### src/rtl/adc_spi_pkg.sv
// Shared constants and types for the DE0-Nano ADC SPI responder.
package adc_spi_pkg;

    localparam int FRAME_BITS      = 16;
    localparam int ADDR_FIRST_EDGE = 3;
    localparam int ADDR_LAST_EDGE  = 5;
    localparam int DATA_LOAD_FALL  = 4;
    localparam int ADC_RES         = 12;

    typedef logic [ADC_RES-1:0] adc_word_t;
    typedef logic [2:0]         adc_chan_t;

    typedef enum logic {
        ST_IDLE,
        ST_ACTIVE
    } resp_state_t;

endpackage

### src/rtl/adc_spi_responder_if.sv
// SPI pins between the ADC master and the emulated ADC responder.
interface adc_spi_responder_if;

    logic adc_chip_enable;  // active-low chip select
    logic adc_serial_clk;   // SCLK, idle low
    logic mosi;             // DIN
    logic miso;             // DOUT

    modport master (output adc_chip_enable, adc_serial_clk, mosi, input miso);
    modport slave  (input adc_chip_enable, adc_serial_clk, mosi, output miso);

endinterface

### src/rtl/spi_sync_edge.sv
// Multi-flop synchronizer with rise/fall strobes derived from the synchronized level.
module spi_sync_edge #(
    parameter int STAGES    = 2,
    parameter bit RESET_VAL = 1'b0
) (
    input  logic clk,
    input  logic rst_n,
    input  logic din,
    output logic sync,
    output logic rise,
    output logic fall
);

    logic [STAGES-1:0] chain;
    logic              prev;

    // NOTE: non-blocking assignments make each stage take the previous stage's old value.
    always_ff @(posedge clk or negedge rst_n) begin
        if (!rst_n) begin
            chain <= {STAGES{RESET_VAL}};
            prev  <= RESET_VAL;
        end else begin
            chain[0] <= din;
            for (int i = 1; i < STAGES; i++) chain[i] <= chain[i-1];
            prev <= chain[STAGES-1];
        end
    end

    assign sync = chain[STAGES-1];
    assign rise = sync & ~prev;
    assign fall = ~sync & prev;

endmodule

### src/rtl/adc_spi_responder.sv
// Emulated 8-channel 12-bit serial ADC (16-clock frames, address on DIN edges 3..5).
// Define ADC_RESP_TRISTATE_EN to float miso while the responder is deselected.
module adc_spi_responder
    import adc_spi_pkg::*;
#(
    parameter int DATA_WIDTH  = 12,
    parameter int NUM_CH      = 8,
    parameter int ADDR_W      = 3,
    parameter int SYNC_STAGES = 2
) (
    input  logic                         clock_in,
    input  logic                         reset,
    adc_spi_responder_if.slave           spi,
    input  logic [NUM_CH*DATA_WIDTH-1:0] ch_value,
    output logic [ADDR_W-1:0]            addr_captured,
    output logic                         frame_done
);

    logic cs_n_s, cs_rise, cs_fall;
    logic sclk_s, sclk_rise, sclk_fall;
    logic [SYNC_STAGES-1:0] mosi_chain;
    logic mosi_s;

    resp_state_t              state;
    logic [3:0]               bit_cnt;
    logic [ADDR_W-1:0]        addr_sh;
    logic [ADDR_W-1:0]        cur_ch;
    logic [DATA_WIDTH-1:0]    shift_q;
    logic                     miso_q;
    logic [4:0]               rise_num;
    logic [DATA_WIDTH-1:0]    cur_word;
    logic                     unused;

    // Chip select resets to the deselected level so reset never looks like a frame start.
    spi_sync_edge #(.STAGES(SYNC_STAGES), .RESET_VAL(1'b1)) u_cs_sync (
        .clk(clock_in), .rst_n(reset), .din(spi.adc_chip_enable),
        .sync(cs_n_s), .rise(cs_rise), .fall(cs_fall)
    );

    spi_sync_edge #(.STAGES(SYNC_STAGES), .RESET_VAL(1'b0)) u_sclk_sync (
        .clk(clock_in), .rst_n(reset), .din(spi.adc_serial_clk),
        .sync(sclk_s), .rise(sclk_rise), .fall(sclk_fall)
    );

    always_ff @(posedge clock_in or negedge reset) begin
        if (!reset) begin
            mosi_chain <= '0;
        end else begin
            mosi_chain[0] <= spi.mosi;
            for (int i = 1; i < SYNC_STAGES; i++) mosi_chain[i] <= mosi_chain[i-1];
        end
    end

    assign mosi_s   = mosi_chain[SYNC_STAGES-1];
    assign unused   = &{1'b0, cs_rise, sclk_s};
    assign rise_num = {1'b0, bit_cnt} + 5'd1;
    assign cur_word = ch_value[int'(cur_ch)*DATA_WIDTH +: DATA_WIDTH];

    // bit_cnt holds the number of rising edges seen so far in the current frame.
    always_ff @(posedge clock_in or negedge reset) begin
        if (!reset) begin
            state         <= ST_IDLE;
            bit_cnt       <= '0;
            addr_sh       <= '0;
            cur_ch        <= '0;
            shift_q       <= '0;
            miso_q        <= 1'b0;
            addr_captured <= '0;
            frame_done    <= 1'b0;
        end else begin
            frame_done <= 1'b0;
            case (state)
                ST_IDLE: begin
                    bit_cnt <= '0;
                    addr_sh <= '0;
                    cur_ch  <= '0;
                    shift_q <= '0;
                    miso_q  <= 1'b0;
                    if (cs_fall) state <= ST_ACTIVE;
                end
                ST_ACTIVE: begin
                    // Deselect takes priority over any SCLK edge in the same cycle.
                    if (cs_n_s) begin
                        state   <= ST_IDLE;
                        bit_cnt <= '0;
                        addr_sh <= '0;
                        cur_ch  <= '0;
                        shift_q <= '0;
                        miso_q  <= 1'b0;
                    end else if (sclk_rise) begin
                        if (rise_num >= 5'(ADDR_FIRST_EDGE) && rise_num <= 5'(ADDR_LAST_EDGE))
                            addr_sh <= {addr_sh[ADDR_W-2:0], mosi_s};
                        if (rise_num == 5'(FRAME_BITS)) begin
                            bit_cnt       <= '0;
                            cur_ch        <= addr_sh;
                            addr_captured <= addr_sh;
                            frame_done    <= 1'b1;
                        end else begin
                            bit_cnt <= rise_num[3:0];
                        end
                    end else if (sclk_fall) begin
                        if (bit_cnt == 4'(DATA_LOAD_FALL)) begin
                            miso_q  <= cur_word[DATA_WIDTH-1];
                            shift_q <= cur_word << 1;
                        end else if (bit_cnt > 4'(DATA_LOAD_FALL)) begin
                            miso_q  <= shift_q[DATA_WIDTH-1];
                            shift_q <= shift_q << 1;
                        end else begin
                            miso_q <= 1'b0;
                        end
                    end
                end
                default: state <= ST_IDLE;
            endcase
        end
    end

`ifdef ADC_RESP_TRISTATE_EN
    assign spi.miso = cs_n_s ? 1'bz : miso_q;
`else
    assign spi.miso = miso_q;
`endif

endmodule

### src/flat_wrapper.sv
// flat-port wrapper written by rule: the top's interface ports become plain ports
module adc_spi_responder_flat import adc_spi_pkg::*;
#(
    parameter int DATA_WIDTH  = 12,
    parameter int NUM_CH      = 8,
    parameter int ADDR_W      = 3,
    parameter int SYNC_STAGES = 2
)
  (clock_in, reset, ch_value, addr_captured, frame_done, spi_adc_chip_enable, spi_adc_serial_clk, spi_mosi, spi_miso);
  adc_spi_responder_if spi_i ();
  input  logic clock_in;
  input  logic reset;
  input  logic [NUM_CH*DATA_WIDTH-1:0] ch_value;
  output logic [ADDR_W-1:0] addr_captured;
  output logic frame_done;
  input wire logic [$bits(spi_i.adc_chip_enable)-1:0] spi_adc_chip_enable;
  input wire logic [$bits(spi_i.adc_serial_clk)-1:0] spi_adc_serial_clk;
  input wire logic [$bits(spi_i.mosi)-1:0] spi_mosi;
  output wire logic [$bits(spi_i.miso)-1:0] spi_miso;
  assign spi_i.adc_chip_enable = spi_adc_chip_enable;
  assign spi_i.adc_serial_clk = spi_adc_serial_clk;
  assign spi_i.mosi = spi_mosi;
  assign spi_miso = spi_i.miso;
  adc_spi_responder #(.DATA_WIDTH(DATA_WIDTH), .NUM_CH(NUM_CH), .ADDR_W(ADDR_W), .SYNC_STAGES(SYNC_STAGES)) u_core (.clock_in(clock_in), .reset(reset), .spi(spi_i), .ch_value(ch_value), .addr_captured(addr_captured), .frame_done(frame_done));
endmodule
### config.mk
export PLATFORM = sky130hd
export DESIGN_NAME = adc_spi_responder_flat
export DESIGN_NICKNAME = d
export VERILOG_FILES = /design/src/rtl/adc_spi_pkg.sv /design/src/rtl/adc_spi_responder_if.sv /design/src/rtl/spi_sync_edge.sv /design/src/rtl/adc_spi_responder.sv /design/src/flat_wrapper.sv
export SDC_FILE = /design/constraint.sdc
export NUM_CORES = 1
export LEC_CHECK = 0
export CELL_PAD_IN_SITES_DETAIL_PLACEMENT = 1
export CELL_PAD_IN_SITES_GLOBAL_PLACEMENT = 1
export CORE_MARGIN = 1
export CORE_UTILIZATION = 34
export CTS_BUF_LIST = sky130_fd_sc_hd__clkbuf_16
export DETAILED_ROUTE_END_ITERATION = 8
export PLACE_DENSITY = 0.95
export SLEW_MARGIN = 30
export SYNTH_ARGS = -nofsm -noshare
export SYNTH_HDL_FRONTEND = slang
export SYNTH_HIERARCHICAL = 1
export SYNTH_SLANG_ARGS = --single-unit
### constraint.sdc
create_clock -name clock_in -period 4.01 [get_ports clock_in]
set_clock_uncertainty 0.2 [all_clocks]
set_input_delay 0.6015 -clock clock_in [delete_from_list [all_inputs] [get_ports clock_in]]
set_output_delay 0.6015 -clock clock_in [all_outputs]
set_load 0.02 [all_outputs]
==> summary.md <==
| Metric | Value |
|---|---|
| Vias in the first global route | `2325` |
| Crit start category | `flop` |
| Placement Setup Slack | `1590 ps` |
| PwrDens | `258 nW/um2` |
| Pin count of the biggest net entering global routing | `36` |
| Vias per inst | `5.59` |
| Synthesized Nets | `283` |
| Hold Crit Class | `flop to flop` |
| Final Cycle Share | `60.0%` |
| Die Width | `83.1 um` |
| Overall Global Routing Usage | `25.1%` |
| Vias after detailed routing | `1983` |
| Number of core rows | `29` |
| Req. time, crit path | `3950 ps` |
| Fin crit period | `2400 ps` |
| Fmax | `416 MHz` |
| Most frequent cells in the layout | `clkdlybuf4s50_1 (105), dfrtp_1 (31), mux4_2 (24)` |
| Starting Density | `35.2%` |
| Cell Int Power | `0.000697 W` |
| Fin nets | `382` |
| Logic pwr share | `17.3%` |
| Setup violations, final | `0` |
| Synth Cell Area | `2230 um2` |
| Initial antenna violation count | `0` |
| Share of cells above drive strength 1 | `15.8%` |
| Post-CTS Repair Setup Buffers | `0` |
| Drt drc | `0` |
| Worst-Margin Slew | `909 ps` |
| ANT nets after route | `0` |
| Num CTS Buffers | `5` |
| Slew HR | `39.4%` |
| Clock Sinks | `35` |
| Reg power frac | `40.6%` |
| Hold_buf cts | `0` |
| Crit Path Max Fanout | `15` |
| Final Hold Viols | `0` |
| Yosys Warn Count | `6` |
| Skew-Pair Late Insertion Delay | `280 ps` |
| RSZ-0062 raised after global routing | `false` |
| First-pass GRT wire length | `12900 um` |
| Leak Pwr | `1.27 nW` |
| DR pass1 iterations | `4` |
| # diodes | `0` |
| Synthesized area per cell | `12.5 um2` |
| Total Wirelength | `8240 um` |
| CP endpoint kind | `flop` |
| # port buffers | `105` |
| Clock network fraction of design power | `42.1%` |
| Number of top-level pins | `106` |
| Status | `finished clean` |
| Max Cap Viol | `0` |
| Htree depth | `2` |
| Die height | `83.1 um` |
| Worst Setup Path Type | `flop to flop` |
| Switch share | `22.2%` |
| Setup TNS | `0 ps` |
| Area delta synth->final | `55.6%` |
| Clock buffer depth | `2` |
| Switching Power | `0.000199 W` |
| Commonest non-fill, non-tap cell in the layout | `clkdlybuf4s50_1` |
| Max Transition Viols Final | `0` |
| Final worst slack | `1610 ps` |
| DRT iter0 DRCs | `115` |
| Filler cells | `635` |
| Die area | `6900 um2` |
| Post_cts resized | `0` |
| Clk pin slew, worst setup/hold paths | `60 ps` |
| Worst endpoint data arrival time | `2340 ps` |
| Peak supply drop | `0.150 mV` |
| CORE AREA | `6350 um2` |
| Total grt overflow | `0` |
| HPWL Detailed | `6300 um` |
| CTS tree | `done` |
| GP Congestion | `0.820` |
| WL per Instance | `23.2 um` |
| Cells after synthesis | `178` |
| CTS Root Cell | `clkbuf_16` |
-- through the flow --
stage | instance area [um2] | cells | util, % | hold slack, ps | power, W
global placement | 3330 | 347 | 52.4 | 137 | 0.000516
global route | 3470 | 355 | 54.7 | 154 | 0.000919
CTS | 3470 | 355 | 54.7 | 149 | 0.000899
finish | 3470 | 355 | 54.7 | 148 | 0.000896
floorplan | 2230 | 178 | - | 106 | 0.000405
detailed placement | 3330 | 347 | 52.4 | 136 | 0.000522
-- per-layer routing --
layer  share of wire [%]  up-vias  track usage [%]  wire, um
li1                    -      872                -         -
met5                   0        -                0         0
met4                 4.0        0             12.1       329
met2                  54       74             44.9      4480
met1                  37     1016             28.5      3020
met3                 4.9       21             5.07       400
-- layout make-up --
cell class	instances	area, um2	share of cell area [%]
multi-input cells	123	1260	36.4
repair buffers	108	1070	30.9
flip-flops and latches	35	881	25.4
clock buffers	5	125	3.60
well taps	77	96.3	2.77
clock inverters	3	20.0	0.576
inverters	4	15.0	0.432
-- worst paths after layout --
check	cells past startpoint	to	start	slack, ps
setup / recovery	4	u_core/shift_q[3]	u_core/cur_ch[0]	1610
hold / removal	0	u_core/u_sclk_sync/chain[1]	u_core/u_sclk_sync/chain[0]	150
setup reg to reg	4	u_core/shift_q[3]	u_core/cur_ch[0]	1610
hold reg to reg	0	u_core/u_sclk_sync/chain[1]	u_core/u_sclk_sync/chain[0]	150
max in group asynchronous	2	u_core/cur_ch[1]	reset	2730
min in group asynchronous	2	u_core/mosi_chain[0]	reset	540
-- sequential cells by signal, summed over array words and instances, names as in the netlist --
register and cells:
u_core/u_sclk_sync/chain 2, u_core/state 1, u_core/u_cs_sync/chain 2, u_core/spi.miso 1, u_core/mosi_chain 2, u_core/frame_done 1, u_core/addr_captured 3, u_core/u_cs_sync/prev 1
u_core/addr_sh 3, u_core/u_sclk_sync/prev 1, u_core/bit_cnt 4, u_core/cur_ch 3, u_core/shift_q 11
-- worst max-delay path, stage by stage (launching register included) --
cell	delay, ps
dfrtp_1	930
buf_4	320
mux4_2	520
mux2i_1	190
o21ai_1	100
-- power by group through the flow --
stage / Sequential (W) / Clock (W) / Combinational (W)
floorplan: 0.000369 / 0 / 0.0000361
global placement: 0.000369 / 0 / 0.000147
detailed placement: 0.000370 / 0 / 0.000153
CTS: 0.000364 / 0.000380 / 0.000155
global route: 0.000365 / 0.000391 / 0.000164
finish: 0.000364 / 0.000377 / 0.000155
Power figures use the tool's default switching activity.
